File: src/rtl/seg7_scan_decoder.sv
// seg7_scan_decoder: watches a multiplexed active-low 7-segment bus and recovers
// the BCD digit shown at each position, with valid/blank/error status per position.
module seg7_scan_decoder #(
    parameter int NUM_DIGITS    = 4,
    parameter int STABLE_CYCLES = 4
) (
    input  logic                    clk,
    input  logic                    rst_n,
    input  logic                    seg_a,
    input  logic                    seg_b,
    input  logic                    seg_c,
    input  logic                    seg_d,
    input  logic                    seg_e,
    input  logic                    seg_f,
    input  logic                    seg_g,
    input  logic [NUM_DIGITS-1:0]   dig_en_n,
    output logic [4*NUM_DIGITS-1:0] digits,
    output logic [NUM_DIGITS-1:0]   digit_valid,
    output logic [NUM_DIGITS-1:0]   digit_blank,
    output logic [NUM_DIGITS-1:0]   digit_err,
    output logic                    upd_stb,
    output logic [2:0]              upd_idx,
    output logic                    err_stb
);
    localparam int         SW         = 7 + NUM_DIGITS;
    localparam logic [7:0] STABLE_CNT = 8'(STABLE_CYCLES);
    localparam logic [1:0] ST_IDLE    = 2'd0;
    localparam logic [1:0] ST_COUNT   = 2'd1;
    localparam logic [1:0] ST_HELD    = 2'd2;

    logic [SW-1:0] sync1_reg, sync2_reg;

    always_ff @(posedge clk or negedge rst_n) begin
        if (!rst_n) begin
            sync1_reg <= '1;
            sync2_reg <= '1;
        end else begin
            sync1_reg <= {seg_a, seg_b, seg_c, seg_d, seg_e, seg_f, seg_g, dig_en_n};
            sync2_reg <= sync1_reg;
        end
    end

    // Sample and candidate are both kept as {lit a..g, active-high enables}.
    logic [SW-1:0]         sample;
    logic [NUM_DIGITS-1:0] sample_en;
    logic                  sample_one_hot;

    assign sample         = ~sync2_reg;
    assign sample_en      = sample[NUM_DIGITS-1:0];
    assign sample_one_hot = (sample_en != '0) &&
                            ((sample_en & (sample_en - NUM_DIGITS'(1))) == '0);

    logic [1:0]    state_reg, state_next;
    logic [7:0]    cnt_reg, cnt_next;
    logic [SW-1:0] cand_reg, cand_next;
    logic          capture;

    always_comb begin
        state_next = state_reg;
        cnt_next   = cnt_reg;
        cand_next  = cand_reg;
        capture    = 1'b0;
        case (state_reg)
            ST_COUNT: begin
                if (sample == cand_reg) begin
                    if (cnt_reg != 8'hFF)
                        cnt_next = cnt_reg + 8'd1;
                    if (cnt_reg == STABLE_CNT) begin
                        capture    = 1'b1;
                        state_next = ST_HELD;
                    end
                end else if (sample_one_hot) begin
                    cand_next = sample;
                    cnt_next  = 8'd1;
                end else begin
                    state_next = ST_IDLE;
                    cnt_next   = 8'd0;
                end
            end
            ST_HELD: begin
                if (sample != cand_reg) begin
                    if (sample_one_hot) begin
                        state_next = ST_COUNT;
                        cand_next  = sample;
                        cnt_next   = 8'd1;
                    end else begin
                        state_next = ST_IDLE;
                        cnt_next   = 8'd0;
                    end
                end else if (cnt_reg != 8'hFF) begin
                    cnt_next = cnt_reg + 8'd1;
                end
            end
            default: begin
                cnt_next = 8'd0;
                if (sample_one_hot) begin
                    state_next = ST_COUNT;
                    cand_next  = sample;
                    cnt_next   = 8'd1;
                end
            end
        endcase
    end

    always_ff @(posedge clk or negedge rst_n) begin
        if (!rst_n) begin
            state_reg <= ST_IDLE;
            cnt_reg   <= 8'd0;
            cand_reg  <= '0;
        end else begin
            state_reg <= state_next;
            cnt_reg   <= cnt_next;
            cand_reg  <= cand_next;
        end
    end

    // Returns {blank, illegal, value}.
    function automatic logic [5:0] decode_lit(input logic [6:0] lit);
        case (lit)
            7'b1111110: decode_lit = {2'b00, 4'd0};
            7'b0110000: decode_lit = {2'b00, 4'd1};
            7'b1101101: decode_lit = {2'b00, 4'd2};
            7'b1111001: decode_lit = {2'b00, 4'd3};
            7'b0110011: decode_lit = {2'b00, 4'd4};
            7'b1011011: decode_lit = {2'b00, 4'd5};
            7'b1011111: decode_lit = {2'b00, 4'd6};
            7'b1110000: decode_lit = {2'b00, 4'd7};
            7'b1111111: decode_lit = {2'b00, 4'd8};
            7'b1111011: decode_lit = {2'b00, 4'd9};
            7'b0000000: decode_lit = {2'b10, 4'hF};
            default:    decode_lit = {2'b01, 4'h0};
        endcase
    endfunction

    logic [NUM_DIGITS-1:0] cand_en;
    logic [5:0]            cap_dec;
    logic                  cap_blank, cap_illegal;
    logic [3:0]            cap_value;
    logic [2:0]            cap_idx;

    assign cand_en     = cand_reg[NUM_DIGITS-1:0];
    assign cap_dec     = decode_lit(cand_reg[SW-1:NUM_DIGITS]);
    assign cap_blank   = cap_dec[5];
    assign cap_illegal = cap_dec[4];
    assign cap_value   = cap_dec[3:0];

    always_comb begin
        cap_idx = 3'd0;
        for (int i = 0; i < NUM_DIGITS; i++)
            if (cand_en[i])
                cap_idx = 3'(i);
    end

    genvar gi;
    generate
        for (gi = 0; gi < NUM_DIGITS; gi++) begin : g_pos
            logic [3:0] val_reg;
            logic       valid_reg, blank_reg, err_reg;

            always_ff @(posedge clk or negedge rst_n) begin
                if (!rst_n) begin
                    val_reg   <= 4'hF;
                    valid_reg <= 1'b0;
                    blank_reg <= 1'b0;
                    err_reg   <= 1'b0;
                end else if (capture && cand_en[gi]) begin
                    if (cap_illegal) begin
                        err_reg   <= 1'b1;
                        blank_reg <= 1'b0;
                    end else if (cap_blank) begin
                        val_reg   <= 4'hF;
                        blank_reg <= 1'b1;
                        err_reg   <= 1'b0;
                    end else begin
                        val_reg   <= cap_value;
                        valid_reg <= 1'b1;
                        blank_reg <= 1'b0;
                        err_reg   <= 1'b0;
                    end
                end
            end

            assign digits[4*gi +: 4] = val_reg;
            assign digit_valid[gi]   = valid_reg;
            assign digit_blank[gi]   = blank_reg;
            assign digit_err[gi]     = err_reg;
        end
    endgenerate

    always_ff @(posedge clk or negedge rst_n) begin
        if (!rst_n) begin
            upd_stb <= 1'b0;
            err_stb <= 1'b0;
            upd_idx <= 3'd0;
        end else begin
            upd_stb <= capture;
            err_stb <= capture && cap_illegal;
            if (capture)
                upd_idx <= cap_idx;
        end
    end
endmodule

File: config.mk
export PLATFORM = sky130hd
export DESIGN_NAME = seg7_scan_decoder
export DESIGN_NICKNAME = d
export VERILOG_FILES = /design/src/rtl/seg7_scan_decoder.sv
export SDC_FILE = /design/constraint.sdc
export NUM_CORES = 1
export LEC_CHECK = 0
export CELL_PAD_IN_SITES_DETAIL_PLACEMENT = 1
export CELL_PAD_IN_SITES_GLOBAL_PLACEMENT = 2
export CORE_UTILIZATION = 40
export CTS_CLUSTER_DIAMETER = 50
export DETAILED_ROUTE_END_ITERATION = 12
export DONT_BUFFER_PORTS = 1
export GPL_TIMING_DRIVEN = 0
export MAX_ROUTING_LAYER = met4
export PLACE_DENSITY = 0.82
export SLEW_MARGIN = 20
export SYNTH_ARGS = -nofsm -noshare
export SYNTH_HDL_FRONTEND = slang
export SYNTH_SLANG_ARGS = --single-unit
File: constraint.sdc
create_clock -name clk -period 3.8 [get_ports clk]
set_clock_uncertainty 0.1 [all_clocks]
set_input_delay 0.76 -clock clk [delete_from_list [all_inputs] [get_ports clk]]
set_output_delay 0.76 -clock clk [all_outputs]
set_load 0.1 [all_outputs]
== Word-level counts from Yosys, hierarchy flattened ==
Index checks and enable logic that the tools add are counted.

* Add/subtract/negate cells: 2
* Multipliers: 0
* Div/mod/pow operators: 0
* Order comparisons: 0
* Equality and inequality tests: 20
* Shifts and indexed selects: 0
* Multiplexer cells: 27
* Bitwise logic cells: 4
* Reduce and logical (&&, ||, !) cells: 20

{| class="wikitable"
|+ Operators with widths
! operator !! number
|-
| 6-bit one-hot mux with 11 select lines || 1
|-
| 7-bit == test, second input constant || 8
|-
| 11-bit two-way mux || 3
|-
| 8-bit two-way mux || 3
|-
| 11-bit one-hot mux with 2 select lines || 1
|-
| 8-bit one-hot mux with 2 select lines || 1
|-
| 7-bit by 6-bit == test with 1-bit output, second input constant || 2
|-
| 3-bit AND reduction || 4
|-
| 11-bit == test || 1
|-
| 11-bit inequality test || 1
|-
| 11-bit NOT || 1
|-
| 2-bit two-way mux || 5
|-
| 2-bit AND reduction || 5
|-
| 1-bit two-way mux || 9
|-
| 8-bit by 1-bit adder with 8-bit output, second input constant || 1
|-
| 8-bit by 3-bit == test with 1-bit output, second input constant || 1
|-
| 8-bit inequality test, second input constant || 1
|-
| 7-bit logical NOT || 1
|-
| 1-bit logical AND || 6
|-
| 3-bit two-way mux || 2
|-
| 3-bit inequality test, second input constant || 2
|-
| 4-bit bitwise AND || 1
|-
| 4-bit logical NOT || 1
|-
| 4-bit two-way mux || 1
|-
| 9 further kinds || 11
|}

* Register bits after elaboration: 76
* Latch bits: 0
* Bits in writable memories: 0
* ROM bits: 0
* Input bits: 13
* Logic and storage cells: 97
* Memories: 0

== Logic depth before layout (Yosys ltp) ==
* Word-level depth: 8
* Gate-level depth with buffers: 8
* Gate-level depth less buffers: 7

== Least setup slack after synthesis ==
No wires, ideal clock.

* Path kind: register to register
* Start point: reg state_reg[1]
* End point: reg g_pos[0].blank_reg
* Setup time: 0.125 ns
* Data arrival time: 2.236 ns
* Slack: 1.339 ns
* Cell stages (with the launch flop): 9
* Path buffers: 1
* Period minus slack after synthesis: 2.461 ns
* Cells stage by stage: dfrtp_1 inv_1 ha_1 inv_1 or3_1 or4_4 buf_6 or2_4 mux2_4

* Cells in the longest elaborated chain, start to end: 3

{| class="wikitable"
|+ RTL lines
! item !! line !! source
|-
| from (decl) || 53 || <nowiki>logic [1:0] state_reg, state_next;</nowiki>
|-
| from (signal assigned) || 111 || <nowiki>state_reg <= state_next;</nowiki>
|-
| 2-bit by 1-bit == test with 1-bit output || 63 || <nowiki>case (state_reg)</nowiki>
|-
| 1-bit two-way mux || 63 ||
|-
| 1-bit logical AND || 166 || <nowiki>end else if (capture && cand_en[gi]) begin</nowiki>
|-
| to (signal assigned) || 164 || <nowiki>blank_reg <= 1'b0;</nowiki>
|-
| to (signal assigned) || 169 || <nowiki>blank_reg <= 1'b0;</nowiki>
|-
| to (signal assigned) || 172 || <nowiki>blank_reg <= 1'b1;</nowiki>
|-
| to (decl) || 158 || <nowiki>logic valid_reg, blank_reg, err_reg;</nowiki>
|}

No other way between the ends.
A chain may end at the register's enable or synchronous reset.

== Worst setup path in the final report ==
* Start point: reg state_reg[1]
* End point: reg g_pos[1].val_reg[3]

* Cells in the longest elaborated chain, start to end: 4

{| class="wikitable"
|+ RTL lines
! item !! line !! source
|-
| 2-bit by 1-bit == test with 1-bit output || 63 ||
|-
| 1-bit two-way mux || 63 ||
|-
| 1-bit logical AND || 166 ||
|-
| 2-bit AND reduction (no source line) || n/a ||
|-
| to (signal assigned) || 175 || <nowiki>val_reg <= cap_value;</nowiki>
|-
| to (decl) || 157 || <nowiki>logic [3:0] val_reg;</nowiki>
|}

No other way between the ends.

==> impl_metrics.json <==
{
  "outcome": "complete, no violations",
  "synthCells": 295,
  "grt.total_usage": 0.190,
  "fin_setup_tns_ns": 0,
  "seq_area_frac_synth": 0.555,
  "cpMostUsedCell": "inv_1",
  "worstPathRequired_ns": 3.98,
  "io_pins": 46,
  "maxSlewViolCount": 0,
  "power.density_nw_per_um2": 486,
  "initial_core_util": 0.418,
  "r2r-start": "state_reg[1]",
  "largest_reg_flops": 16,
  "async_flop_share": 1.00,
  "synth_ff_type": "dfstp_2",
  "regArea_um2": 1920,
  "synth_edf_count": 0,
  "end_kind": "flip-flop",
  "synthTopCellsByArea": "dfstp_2 (29%), dfrtp_1 (27%), mux2i_1 (4.6%)",
  "p_leak_uw": 0.00170,
  "diodes": 0,
  "synth_area_um2": 3470,
  "cts_tree": "done",
  "slew_headroom": 0.393,
  "grt_pass1_wl_mm": 12.3,
  "dp_hpwl_mm": 5.13,
  "num_rows": 33,
  "via_per_inst": 5.27,
  "worstSetupStartpointType": "flip-flop",
  "htreeDepth": 3,
  "grt_pass1_vias": 2290,
  "yosys.area.top_type": "dfstp_2",
  "vias": 2196,
  "synth.distinct_cells": 54,
  "drc": 0,
  "clock-sinks": 75,
  "rsz0062_at_grt": "no",
  "synth_top_area_frac": 0.288,
  "setup_violations": 0,
  "fillCellCount": 873,
  "drt_iter0_markers": 83,
  "wl_mm": 7.25,
  "drive_gt1_frac": 0.288,
  "portBuffers": 0,
  "cts_buffer_depth": 2,
  "dieArea_um2": 9040,
  "grt_max_degree": 40,
  "multi_input_area_um2": 1300,
  "insertion_delay_ns": 0.35,
  "ys_warn_count": 0,
  "post_cts_buffers": 0,
  "avgSynthCellArea_um2": 11.7,
  "die_w_um": 95.1,
  "stdcell_count": 417,
  "ys_ff_latch": 75,
  "critical_path_class": "flip-flop to flip-flop",
  "path_cells": "inv_1 > ha_1 > inv_1 > or3_1 > or4_4 > buf_6 > a211oi_4 > mux2_1",
  "ff2ff_path_depth": 8,
  "rrSetupSlack_ns": 1.06,
  "worst_pin_slew_ns": 0.911,
  "max_freq_ghz": 0.365,
  "core_area_um2": 8300,
  "fin_crit_ns": 2.74,
  "cts_buffers": 9,
  "dp_slack_ns": 1.06,
  "ir_drop_mv": 0.228,
  "maxCapViolCount": 0,
  "hold_viol_final": 0,
  "worstPathMaxFanout": 10,
  "root_buffer": "clkbuf_8",
  "antenna_found_initial": 0,
  "worst_slack_ns": 1.06,
  "place.gp.congestion": 0.817,
  "dp_cells": 400,
  "slowest_delay_ns": 0.46,
  "min_path_type": "input pin to asynchronous set/reset pin",
  "wire_per_inst_um": 17.4,
  "cpMaxStageDelayCell": "or4_4",
  "r2r_end": "g_pos[1].val_reg[3]",
  "grt-ovfl-total": 0,
  "cp_top_family": "simple AND/OR/NAND/NOR gates",
  "dr.pass1.iters": 4,
  "cts.clk_slew.worst_paths_ns": 0.09,
  "die_h_um": 95.1,
  "finalCritPeriodShare": 0.721,
  "crit_arrival_ns": 2.92,
  "finalNetCount": 324,
  "critical_path_buf_inv_count": 3,
  "ant_nets": 0,
  "areaGrowthSynthToFinish_pct": 11.3,
  "synth_nets": 312
}
cell usage after synthesis (all sizes together) (9+ instances only):
library cell / count
dfstp: 38
o21ai: 9
a21oi: 9
mux2i: 16
nor2: 14
dfrtp: 37
xor2: 12
mux2: 16
inv: 26
buf: 21
layout by cell type (no fill, tap or decap), types with 8 or more instances in the layout:
master	instances
a21oi_1	9
and3_1	8
buf_4	13
clkbuf_8	10
dfrtp_1	37
dfstp_2	38
inv_1	26
mux2_1	8
mux2i_1	16
nand2_1	8
nand3_1	8
nor2_1	14
nor3_1	8
o21ai_0	8
xor2_1	12
power breakdown:
part	switching, uW	leakage [uW]	internal, uW
Clock	295	0.000117	403
Combinational	190	0.000697	91.8
Sequential	39.4	0.000885	854
Total	525	0.00170	1350
worst max-delay path by stage:
stage	from	end	slack, ns	depth (start not counted)
2_1_floorplan	state_reg[1]	g_pos[0].blank_reg	1.34	8
6_report	state_reg[1]	g_pos[1].val_reg[3]	1.06	8
3_5_place_dp	state_reg[1]	g_pos[1].val_reg[3]	1.06	8
4_1_cts	state_reg[1]	g_pos[1].val_reg[3]	1.04	8
3_3_place_gp	cand_reg[4]	g_pos[0].val_reg[3]	1.08	5
5_1_grt	state_reg[1]	g_pos[1].val_reg[0]	0.90	8
logic make-up after synthesis:
logic type	count (synthesis)	share of synthesized area
flops	75	0.555
mux	32	0.100
fa+ha+maj	4	0.0144
compound gates	44	0.0971
simple gates	74	0.121
other cells	1	0.00108
xor+xnor	15	0.0379
buf+inv	50	0.0726
final cells by class:
class	count	area share
sequential	75	0.499
multi-input combinational	170	0.336
clock buffer	14	0.0506
buffer	24	0.0399
tap	105	0.0341
inverter	26	0.0253
clock inverter	2	0.0101
timing repair buffer	1	0.00519
metal layers:
metal,track usage,share of wire
met1,0.236,0.45
met2,0.298,0.50
met3,0.0463,0.029
met4,0.0770,0.017
met5,-,0
per-stage QoR:
| step | cell area (um2) | power, uW | utilization | hold slack [ns] |
|---|---|---|---|---|
| 6_report | 3860 | 1870 | 0.465 | 0.144 |
| 3_5_place_dp | 3600 | 1180 | 0.434 | 0.247 |
| 5_1_grt | 3860 | 1970 | 0.465 | 0.108 |
| 4_1_cts | 3860 | 1900 | 0.465 | 0.116 |
| 3_3_place_gp | 3600 | 1170 | 0.433 | 0.246 |
| 2_1_floorplan | 3470 | 1100 | - | 0.245 |
what timing repair did:
item | CTS | global route
endpoints found under the hold margin | 37 | 0
endpoints found under the setup margin | 0 | 0
resized for setup | 0 | 0
hold buffers | 1 | 0
Power figures use the tool's default switching activity.
